$ cat config.mk
export PLATFORM = sky130hd
export DESIGN_NAME = channel_broadcast_flat
export DESIGN_NICKNAME = d
export VERILOG_FILES = /design/src/rtl/channel_broadcast_if.sv /design/src/rtl/channel_broadcast.sv /design/src/flat_wrapper.sv
export SDC_FILE = /design/constraint.sdc
export NUM_CORES = 1
export LEC_CHECK = 0
export CORE_MARGIN = 2
export CORE_UTILIZATION = 61
export DETAILED_ROUTE_END_ITERATION = 7
export GPL_TIMING_DRIVEN = 0
export PLACE_DENSITY_LB_ADDON = 0.12
export SLEW_MARGIN = 10
export SYNTH_ARGS = -nofsm -noshare
export SYNTH_HDL_FRONTEND = slang
export SYNTH_SLANG_ARGS = --single-unit
$ cat constraint.sdc
create_clock -name clk -period 4.3 [get_ports clk]
set_input_delay 0.86 -clock clk [delete_from_list [all_inputs] [get_ports clk]]
set_output_delay 0.86 -clock clk [all_outputs]
set_load 0.03 [all_outputs]
$ cat src/rtl/channel_broadcast_if.sv
// Streaming ports of channel_broadcast: an input channel stream and an output broadcast stream.
interface channel_broadcast_if #(
  parameter int unsigned DATA_WIDTH = 16
);
  logic signed [DATA_WIDTH-1:0] data_in;
  logic                         valid_in;
  logic                         ready_in;
  logic signed [DATA_WIDTH-1:0] data_out;
  logic                         valid_out;
  logic                         ready_out;

  modport master (
    output data_in, valid_in, ready_out,
    input  ready_in, data_out, valid_out
  );

  modport slave (
    input  data_in, valid_in, ready_out,
    output ready_in, data_out, valid_out
  );
endinterface

$ cat src/rtl/channel_broadcast.sv
// Captures one value per channel, then replays each value FRAME_LEN times (optionally
// averaged by an arithmetic right shift) on a ready/valid output stream.
module channel_broadcast #(
  parameter int unsigned DATA_WIDTH = 16,
  parameter int unsigned CHANNELS   = 16,
  parameter int unsigned FRAME_LEN  = 4,
  parameter int unsigned AVG_MODE   = 0
) (
  input  logic               clk,
  input  logic               rst_n,
  input  logic               start,
  channel_broadcast_if.slave bus,
  output logic               busy,
  output logic               done
);

  localparam int unsigned ChW   = (CHANNELS > 1) ? $clog2(CHANNELS) : 1;
  localparam int unsigned PosW  = $clog2(FRAME_LEN);
  localparam int unsigned Shift = $clog2(FRAME_LEN);
  localparam logic [ChW-1:0]  ChLast  = ChW'(CHANNELS - 1);
  localparam logic [PosW-1:0] PosLast = PosW'(FRAME_LEN - 1);

  typedef enum logic [1:0] {StIdle, StLoad, StEmit, StDone} state_e;

  state_e                       state_q, state_d;
  logic [ChW-1:0]               ch_cnt_q, ch_cnt_d;
  logic [PosW-1:0]              pos_cnt_q, pos_cnt_d;
  logic signed [DATA_WIDTH-1:0] buffer_q [CHANNELS];
  logic                         wr_en;
  logic signed [DATA_WIDTH-1:0] sel_val;
  logic signed [DATA_WIDTH-1:0] emit_val;

  always_comb begin
    state_d   = state_q;
    ch_cnt_d  = ch_cnt_q;
    pos_cnt_d = pos_cnt_q;
    wr_en     = 1'b0;
    unique case (state_q)
      StIdle: begin
        if (start) state_d = StLoad;
      end
      StLoad: begin
        if (bus.valid_in) begin
          wr_en = 1'b1;
          if (ch_cnt_q == ChLast) begin
            ch_cnt_d = '0;
            state_d  = StEmit;
          end else begin
            ch_cnt_d = ch_cnt_q + ChW'(1);
          end
        end
      end
      StEmit: begin
        if (bus.ready_out) begin
          if (pos_cnt_q == PosLast) begin
            pos_cnt_d = '0;
            if (ch_cnt_q == ChLast) begin
              ch_cnt_d = '0;
              state_d  = StDone;
            end else begin
              ch_cnt_d = ch_cnt_q + ChW'(1);
            end
          end else begin
            pos_cnt_d = pos_cnt_q + PosW'(1);
          end
        end
      end
      StDone: begin
        state_d = StIdle;
      end
      default: begin
        state_d = StIdle;
      end
    endcase
  end

  always_ff @(posedge clk) begin
    if (!rst_n) begin
      state_q   <= StIdle;
      ch_cnt_q  <= '0;
      pos_cnt_q <= '0;
      buffer_q  <= '{default: '0};
    end else begin
      state_q   <= state_d;
      ch_cnt_q  <= ch_cnt_d;
      pos_cnt_q <= pos_cnt_d;
      if (wr_en) buffer_q[ch_cnt_q] <= bus.data_in;
    end
  end

  // Shift by log2(FRAME_LEN) is a divide that cannot overflow the input width.
  assign sel_val  = buffer_q[ch_cnt_q];
  assign emit_val = (AVG_MODE != 0) ? (sel_val >>> Shift) : sel_val;

  assign bus.ready_in  = (state_q == StLoad);
  assign bus.valid_out = (state_q == StEmit);
  assign bus.data_out  = (state_q == StEmit) ? emit_val : '0;
  assign busy          = (state_q == StLoad) || (state_q == StEmit);
  assign done          = (state_q == StDone);

endmodule

$ cat src/flat_wrapper.sv
// flat-port wrapper written by rule: the top's interface ports become plain ports
module channel_broadcast_flat 
#(
  parameter int unsigned DATA_WIDTH = 16,
  parameter int unsigned CHANNELS   = 16,
  parameter int unsigned FRAME_LEN  = 4,
  parameter int unsigned AVG_MODE   = 0
)
  (clk, rst_n, start, busy, done, bus_data_in, bus_valid_in, bus_ready_out, bus_ready_in, bus_data_out, bus_valid_out);
  channel_broadcast_if #(.DATA_WIDTH(DATA_WIDTH)) bus_i ();
  input  logic clk;
  input  logic rst_n;
  input  logic start;
  output logic busy;
  output logic done;
  input wire logic [$bits(bus_i.data_in)-1:0] bus_data_in;
  input wire logic [$bits(bus_i.valid_in)-1:0] bus_valid_in;
  input wire logic [$bits(bus_i.ready_out)-1:0] bus_ready_out;
  output wire logic [$bits(bus_i.ready_in)-1:0] bus_ready_in;
  output wire logic [$bits(bus_i.data_out)-1:0] bus_data_out;
  output wire logic [$bits(bus_i.valid_out)-1:0] bus_valid_out;
  assign bus_i.data_in = bus_data_in;
  assign bus_i.valid_in = bus_valid_in;
  assign bus_i.ready_out = bus_ready_out;
  assign bus_ready_in = bus_i.ready_in;
  assign bus_data_out = bus_i.data_out;
  assign bus_valid_out = bus_i.valid_out;
  channel_broadcast #(.DATA_WIDTH(DATA_WIDTH), .CHANNELS(CHANNELS), .FRAME_LEN(FRAME_LEN), .AVG_MODE(AVG_MODE)) u_core (.clk(clk), .rst_n(rst_n), .start(start), .bus(bus_i), .busy(busy), .done(done));
endmodule
==> metrics.cfg, run 1 <==
[routing]
wl_per_cell_um=18.5
routed_wl_um=32800
drt-vias-per-instance=5.74
first_pass_iters=5
via_count=10200
drt_iter0_drc=965
drc=0
drtAntennaViolNets=0

[cts]
cts_buffers=27
cts_tree=built
cts_hold_buf=0
clock_path_buffers=3
clk_latency_ns=0.53
cts_setup_buffers=0
clockRootBuffer=clkbuf_16
ctsResizeCount=0
htreeDepth=1
clk_transition_reported_paths_ns=0.06
cts_num_sinks=264

[global_routing]
grt_pass1_wl_um=51900
grtUsageTotal=0.322
grt_max_degree=15
grt_pass1_vias=9807
overflow=0
antenna_found_initial=0

[sta]
rsz0062_at_grt=no
setup_tns_ns=0
max_freq_mhz=251
fin_crit_sh=0.926
maxSlewHeadroom=0.528
setup_slack_ns=0.317
worst_pin_slew_ns=0.709
finalSetupViolCount=0
final.setup_skew_ns=0.00918
min_period_ns=3.98
final_max_slew_viol_count=0
hold_viol_final=0

[floorplan]
die_w_um=144
dieArea_um2=20700
chipHeight_um=144
std_cell_rows=51
core_area_um2=19300
initial_core_util=0.617
num_io_pins=41

[setup_path]
startpoint_type=flop
crit_path_max_incr_delay_ns=0.73
crit_chain=inv_1 -> ha_1 -> and3_1 -> clkbuf_1 -> buf_2 -> a22oi_1 -> o21ai_1 -> clkdlybuf4s50_1
cp_max_fo=10
crit_family=buffers and inverters
crit_buf_inv=4
worstPathArrival_ns=3.12
cp.required_ns=3.44
critPathKind=reg2out
crit_slowest_cell=clkdlybuf4s50_1
end_kind=output pin

[cells_and_area]
design_area_um2=13400
nets=1519
stdcell_count=1771
areaGrowthSynthToFinish_pct=12.7
antenna_cells=0
drive_above_1_share=0.116
fin_util=0.695

[outcome]
outcome=finished, final reports clean

[placement]
dp_cells=1724
pre_cts_ws_ns=0.918
dpl_cell_area_um2=12500
gp_congestion=0.914
hpwl_um=24400
numPortBuffers=23

[synth]
postSynthAreaPerCell_um2=8.30
ys_seq_elements=264
ys_seq_area_frac=0.443
synth_nets=1467
syn_area_um2=11900
synth.distinct_cells=44
postSynthCellCount=1436
ys.warnings.count=0

[power_and_ir_drop]
p_per_area_nw_per_um2=455
p_leak_nw=4.21
vdd_drop_max_uv=385

[min_path]
hp-class=reg2reg

[run]
maxCapViolations=0

==> layer usage <==
metal,track usage,vias to the layer above,wire [µm]
met2,0.551,402,15700
li1,-,4920,-
met5,0,-,0
met3,0.0523,60,2530
met1,0.423,4791,13800
met4,0.0862,0,780
==> cell usage after synthesis <==
cell type,instances,share of area
and2b_1,1,0.00063
inv_1,6,0.0019
dfxtp_1,264,0.44
buf_12,1,0.0017
buf_4,20,0.013
a311oi_1,1,0.00073
mux4_2,29,0.055
and2b_4,1,0.00084
nand2_2,11,0.0058
o31a_1,1,0.00073
nor3_4,4,0.0055
and3_1,6,0.0031
xor2_1,1,0.00073
mux4_1,3,0.0066
nor2b_1,2,0.0010
a22oi_1,48,0.030
o22ai_1,1,0.00053
a22o_1,1,0.00073
buf_2,23,0.0097
a21bo_2,1,0.00084
inv_2,1,0.00031
nand2b_4,2,0.0023
buf_6,17,0.016
ha_1,10,0.010
a31oi_1,1,0.00053
nand2_1,533,0.17
nand3_4,4,0.0059
o21a_1,1,0.00063
and2_1,3,0.0016
mux2_2,1,0.00094
mux2i_1,65,0.055
o21ai_0,1,0.00042
nor2_1,8,0.0025
nand3_2,4,0.0034
clkbuf_1,63,0.020
nor2_4,10,0.0094
clkbuf_2,1,0.00042
a21oi_1,262,0.11
o21ai_1,16,0.0067
nor2_2,3,0.0016
nand3_1,2,0.00084
nor3_1,1,0.00042
nand2b_1,1,0.00053
nand2_4,1,0.00094
==> power by group <==
group	switching [mW]	internal [mW]	total (mW)
Clock	0.958	1.58	2.54
Combinational	0.692	0.366	1.06
Sequential	0.0307	2.49	2.52
==> kinds of logic after synthesis <==
kind of cell | share of synthesized area
AO/OA/AOI/OAI | 0.152
XOR/XNOR | 0.000735
adder cells (fa/ha/maj) | 0.0105
buffers and inverters | 0.0624
flip-flops | 0.443
multiplexers | 0.117
AND/OR/NAND/NOR | 0.214
==> worst paths after layout <==
kind | start | slack [ns] | to | cells past startpoint
setup reg to reg | u_core.ch_cnt_q[1]$_SDFFE_PN0P_ | 1.70 | u_core.buffer_q[59]$_SDFFE_PN0P_ | 10
hold reg to reg | u_core.buffer_q[113]$_SDFFE_PN0P_ | 0.45 | u_core.buffer_q[113]$_SDFFE_PN0P_ | 2
hold / removal | u_core.buffer_q[113]$_SDFFE_PN0P_ | 0.45 | u_core.buffer_q[113]$_SDFFE_PN0P_ | 2
setup / recovery | u_core.state_q[0]$_SDFFE_PN0P_ | 0.32 | bus_data_out[14] | 8
==> registers in the layout (all words and copies together) (netlist names) <==
register and flops:
u_core.buffer_q 256, u_core.ch_cnt_q 4, u_core.pos_cnt_q 2, u_core.state_q 2
==> layout by cell type (no fill, tap or decap), drive strengths merged <==
cell type      synthesis  routed
xor2                   1       1
mux2i                 65      65
ha                    10      10
and2b                  2       2
clkdlybuf4s50          0      23
a21bo                  1       1
mux4                  32      32
buf                   61      61
a21oi                262     262
dfxtp                264     264
o21a                   1       1
a22o                   1       1
nand3                 10      10
clkbuf                64     102
nand2                545     545
inv                    7       7
o31a                   1       1
o22ai                  1       1
a22oi                 48      48
o21ai                 17      17
nor2                  21      21
a31oi                  1       1
a311oi                 1       1
bufinv                 0       6
nor3                   5       5
nand2b                 3       3
and2                   3       3
clkinv                 0       3
mux2                   1       1
and3                   6       6
nor2b                  2       2
==> through the flow <==
step / total power, mW / hold slack, ns
6_report: 6.11 / 0.452
5_1_grt: 6.30 / 0.467
4_1_cts: 6.12 / 0.452
3_5_place_dp: 3.61 / 0.444
3_3_place_gp: 3.60 / 0.438
2_1_floorplan: 3.29 / 0.432
==> worst min-delay path, stage by stage (launching register included) <==
cell and delay [ns]:
dfxtp_1 0.30, nand2_1 0.05, a21oi_1 0.05
==> area by class of cell <==
cell class              count  area (µm²)
clock buffers              38         757
repair buffers             23         230
multi-input cells        1040        5890
inverters                   7        26.3
plain buffers             125         718
clock inverters             9         195
fillers                  1587        5900
well taps                 265         332
flip-flops and latches    264        5290
(Power assumes the default switching activity.)
==> run 2: changes to the inputs <==
--- a/config.mk
+++ b/config.mk
@@ -9,7 +9,8 @@
 export CORE_UTILIZATION = 61
 export DETAILED_ROUTE_END_ITERATION = 7
 export GPL_TIMING_DRIVEN = 0
-export PLACE_DENSITY_LB_ADDON = 0.12
+export HOLD_SLACK_MARGIN = 0.15
+export PLACE_DENSITY = 0.79
 export SLEW_MARGIN = 10
 export SYNTH_ARGS = -nofsm -noshare
 export SYNTH_HDL_FRONTEND = slang
==> run 2 against run 1 <==
Net effect: critical path depth unchanged; first-iteration DRC count rose by 8.0%; sequential share of layout area is 0.44 points lower; global-route usage down 0.86 points; clock power grew 12%; hold slack improved by 0.0011 ns; highest routed layer unchanged.
==> metrics.cfg, run 2 (synthesis gave the netlist of run 1 again) <==
[power_and_ir_drop]
p_leak_nw=4.27  ; +1.5%
total_power_mw=6.40  ; +4.7%
p_per_area_nw_per_um2=471  ; +3.5%
vdd_drop_max_uv=432  ; +12%

[setup_path]
critPathKind=reg2out
cp-endpoint=bus_data_out[5]
crit_buf_inv=4  ; unchanged
cp_num_cells=8  ; unchanged
r2r_start=u_core.ch_cnt_q[1]$_SDFFE_PN0P_
reg2reg_to=u_core.buffer_q[169]$_SDFFE_PN0P_
crit_family=buffers and inverters
crit_path_max_incr_delay_ns=0.74  ; about the same
worstPathArrival_ns=3.17  ; +0.05 ns
rrSetupSlack_ns=1.71  ; about the same
cp_max_fo=10  ; unchanged
crit_start=u_core.state_q[0]$_SDFFE_PN0P_
end_kind=output pin
cp.required_ns=3.44  ; about the same
crit_slowest_cell=clkdlybuf4s50_1
crit_chain=inv_1 -> ha_1 -> and3_1 -> clkbuf_1 -> buf_2 -> a22oi_1 -> o21ai_1 -> clkdlybuf4s50_1
reg2reg_depth=10  ; unchanged
startpoint_type=flop

[cts]
cts_num_sinks=264  ; unchanged
cts_setup_buffers=0  ; unchanged
clock_path_buffers=3  ; unchanged
ctsResizeCount=0  ; unchanged
cts_tree=built
clockRootBuffer=clkbuf_16
clk_transition_reported_paths_ns=0.06  ; about the same
clk_latency_ns=0.55  ; +0.02 ns
cts_buffers=28  ; +3.7%
cts_hold_buf=0  ; unchanged
htreeDepth=1  ; unchanged

[placement]
gp_congestion=0.975  ; +6.6%
dp_cells=1724  ; unchanged
numPortBuffers=23  ; unchanged
hpwl_um=24200  ; -0.83%
dpl_cell_area_um2=12500  ; unchanged
pre_cts_ws_ns=0.928  ; +0.0108 ns

[sta]
setup_slack_ns=0.273  ; -0.0443 ns
max_freq_mhz=248  ; -1.1%
finalSetupViolCount=0  ; unchanged
rsz0062_at_grt=no
setup_tns_ns=0  ; unchanged
min_period_ns=4.03  ; +0.0443 ns
maxSlewHeadroom=0.536  ; +0.00856
final_max_slew_viol_count=0  ; unchanged
worst_pin_slew_ns=0.696  ; -0.0128 ns
fin_crit_sh=0.937  ; +0.0103
final.setup_skew_ns=0.00918  ; +0.00000799 ns
hold_viol_final=0  ; unchanged

[cells_and_area]
largest_register=u_core.buffer_q
largest_reg_flops=256  ; unchanged
drive_above_1_share=0.121  ; +0.00565
layout_commonest_cell=nand2_1
stdcell_count=1775  ; +0.23%
layout_common_cells=nand2_1, dfxtp_1, a21oi_1
multi_input_area_um2=5890  ; unchanged
n_fill_cell=1517  ; -4.4%
antenna_cells=0  ; unchanged
design_area_um2=13600  ; +1.1%
largestRegisters=u_core.buffer_q (256), u_core.ch_cnt_q (4)
areaGrowthSynthToFinish_pct=14.0
ff_latch_area_um2=5290  ; unchanged
nets=1520  ; +0.066%

[routing]
first_pass_iters=5  ; unchanged
drt_iter0_drc=1042  ; +8.0%
via_count=10300  ; +1.1%
wl_per_cell_um=18.3  ; -1.3%
drt-vias-per-instance=5.80  ; +0.89%
drc=0  ; unchanged
routed_wl_um=32400  ; -1.0%
drtAntennaViolNets=0  ; unchanged

[global_routing]
grtUsageTotal=0.313  ; -0.00858
antenna_found_initial=0  ; unchanged
grt_pass1_wl_um=51000  ; -1.6%
grt_max_degree=16  ; +1
grt_pass1_vias=9557  ; -2.5%
overflow=0  ; unchanged

[floorplan]
initial_core_util=0.617  ; unchanged
die_w_um=144  ; unchanged
std_cell_rows=51  ; unchanged
num_io_pins=41  ; unchanged
dieArea_um2=20700  ; unchanged
chipHeight_um=144  ; unchanged
core_area_um2=19300  ; unchanged

[outcome]
outcome=finished, final reports clean

[min_path]
hp-class=reg2reg
hold_depth=2  ; unchanged

[run]
maxCapViolations=0  ; unchanged

run 2: changes by cell type in the layout (fill, tap and decap cells not counted), sizes merged:
cell      delta
clkbuf       -4
bufinv       +3
clkinvlp     +3
inv          +2
run 2: tightest hold or removal path: cells and delay by family (launching register included):
kind / cells / cell delay, ns
AND/OR/NAND/NOR: 1 / 0.05
AO/OA/AOI/OAI: 1 / 0.05
flip-flops: 1 / 0.30
run 2: routing by layer:
metal,track usage,share of wire,vias to the layer above
met5,0,0,-
met4,0.0955,0.027,0
met3,0.0423,0.065,71
met2,0.529,0.48,404
met1,0.419,0.42,4886
li1,-,-,4926
run 2: power breakdown:
part | internal, mW | leakage [nW] | switching (mW) | total (mW)
sequential | 2.49 | 2.13 | 0.0306 | 2.52
clock | 1.82 | 0.530 | 1.03 | 2.85
combinational | 0.366 | 1.62 | 0.666 | 1.03
run 2: cell type report:
cell class                      count  area share
Inverter                            7     0.00193
Tap cell                          265      0.0244
Buffer                            125      0.0529
Multi-Input combinational cell   1040       0.434
Clock inverter                     17      0.0242
Sequential cell                   264       0.389
Timing Repair Buffer               23      0.0169
Clock buffer                       34      0.0570
run 2: how the worst min path moves through the flow:
stage,start,to
2_1_floorplan,u_core.buffer_q[80]$_SDFFE_PN0P_,u_core.buffer_q[80]$_SDFFE_PN0P_
3_3_place_gp,u_core.buffer_q[127]$_SDFFE_PN0P_,u_core.buffer_q[127]$_SDFFE_PN0P_
3_5_place_dp,u_core.buffer_q[69]$_SDFFE_PN0P_,u_core.buffer_q[69]$_SDFFE_PN0P_
4_1_cts,u_core.buffer_q[113]$_SDFFE_PN0P_,u_core.buffer_q[113]$_SDFFE_PN0P_
5_1_grt,u_core.buffer_q[37]$_SDFFE_PN0P_,u_core.buffer_q[37]$_SDFFE_PN0P_
6_report,u_core.buffer_q[3]$_SDFFE_PN0P_,u_core.buffer_q[3]$_SDFFE_PN0P_
run 2: metrics by stage:
stage / util / hold WS [ns]
2_1_floorplan: - / 0.432
3_3_place_gp: 0.646 / 0.437
3_5_place_dp: 0.646 / 0.444
4_1_cts: 0.703 / 0.453
5_1_grt: 0.703 / 0.464
6_report: 0.703 / 0.453
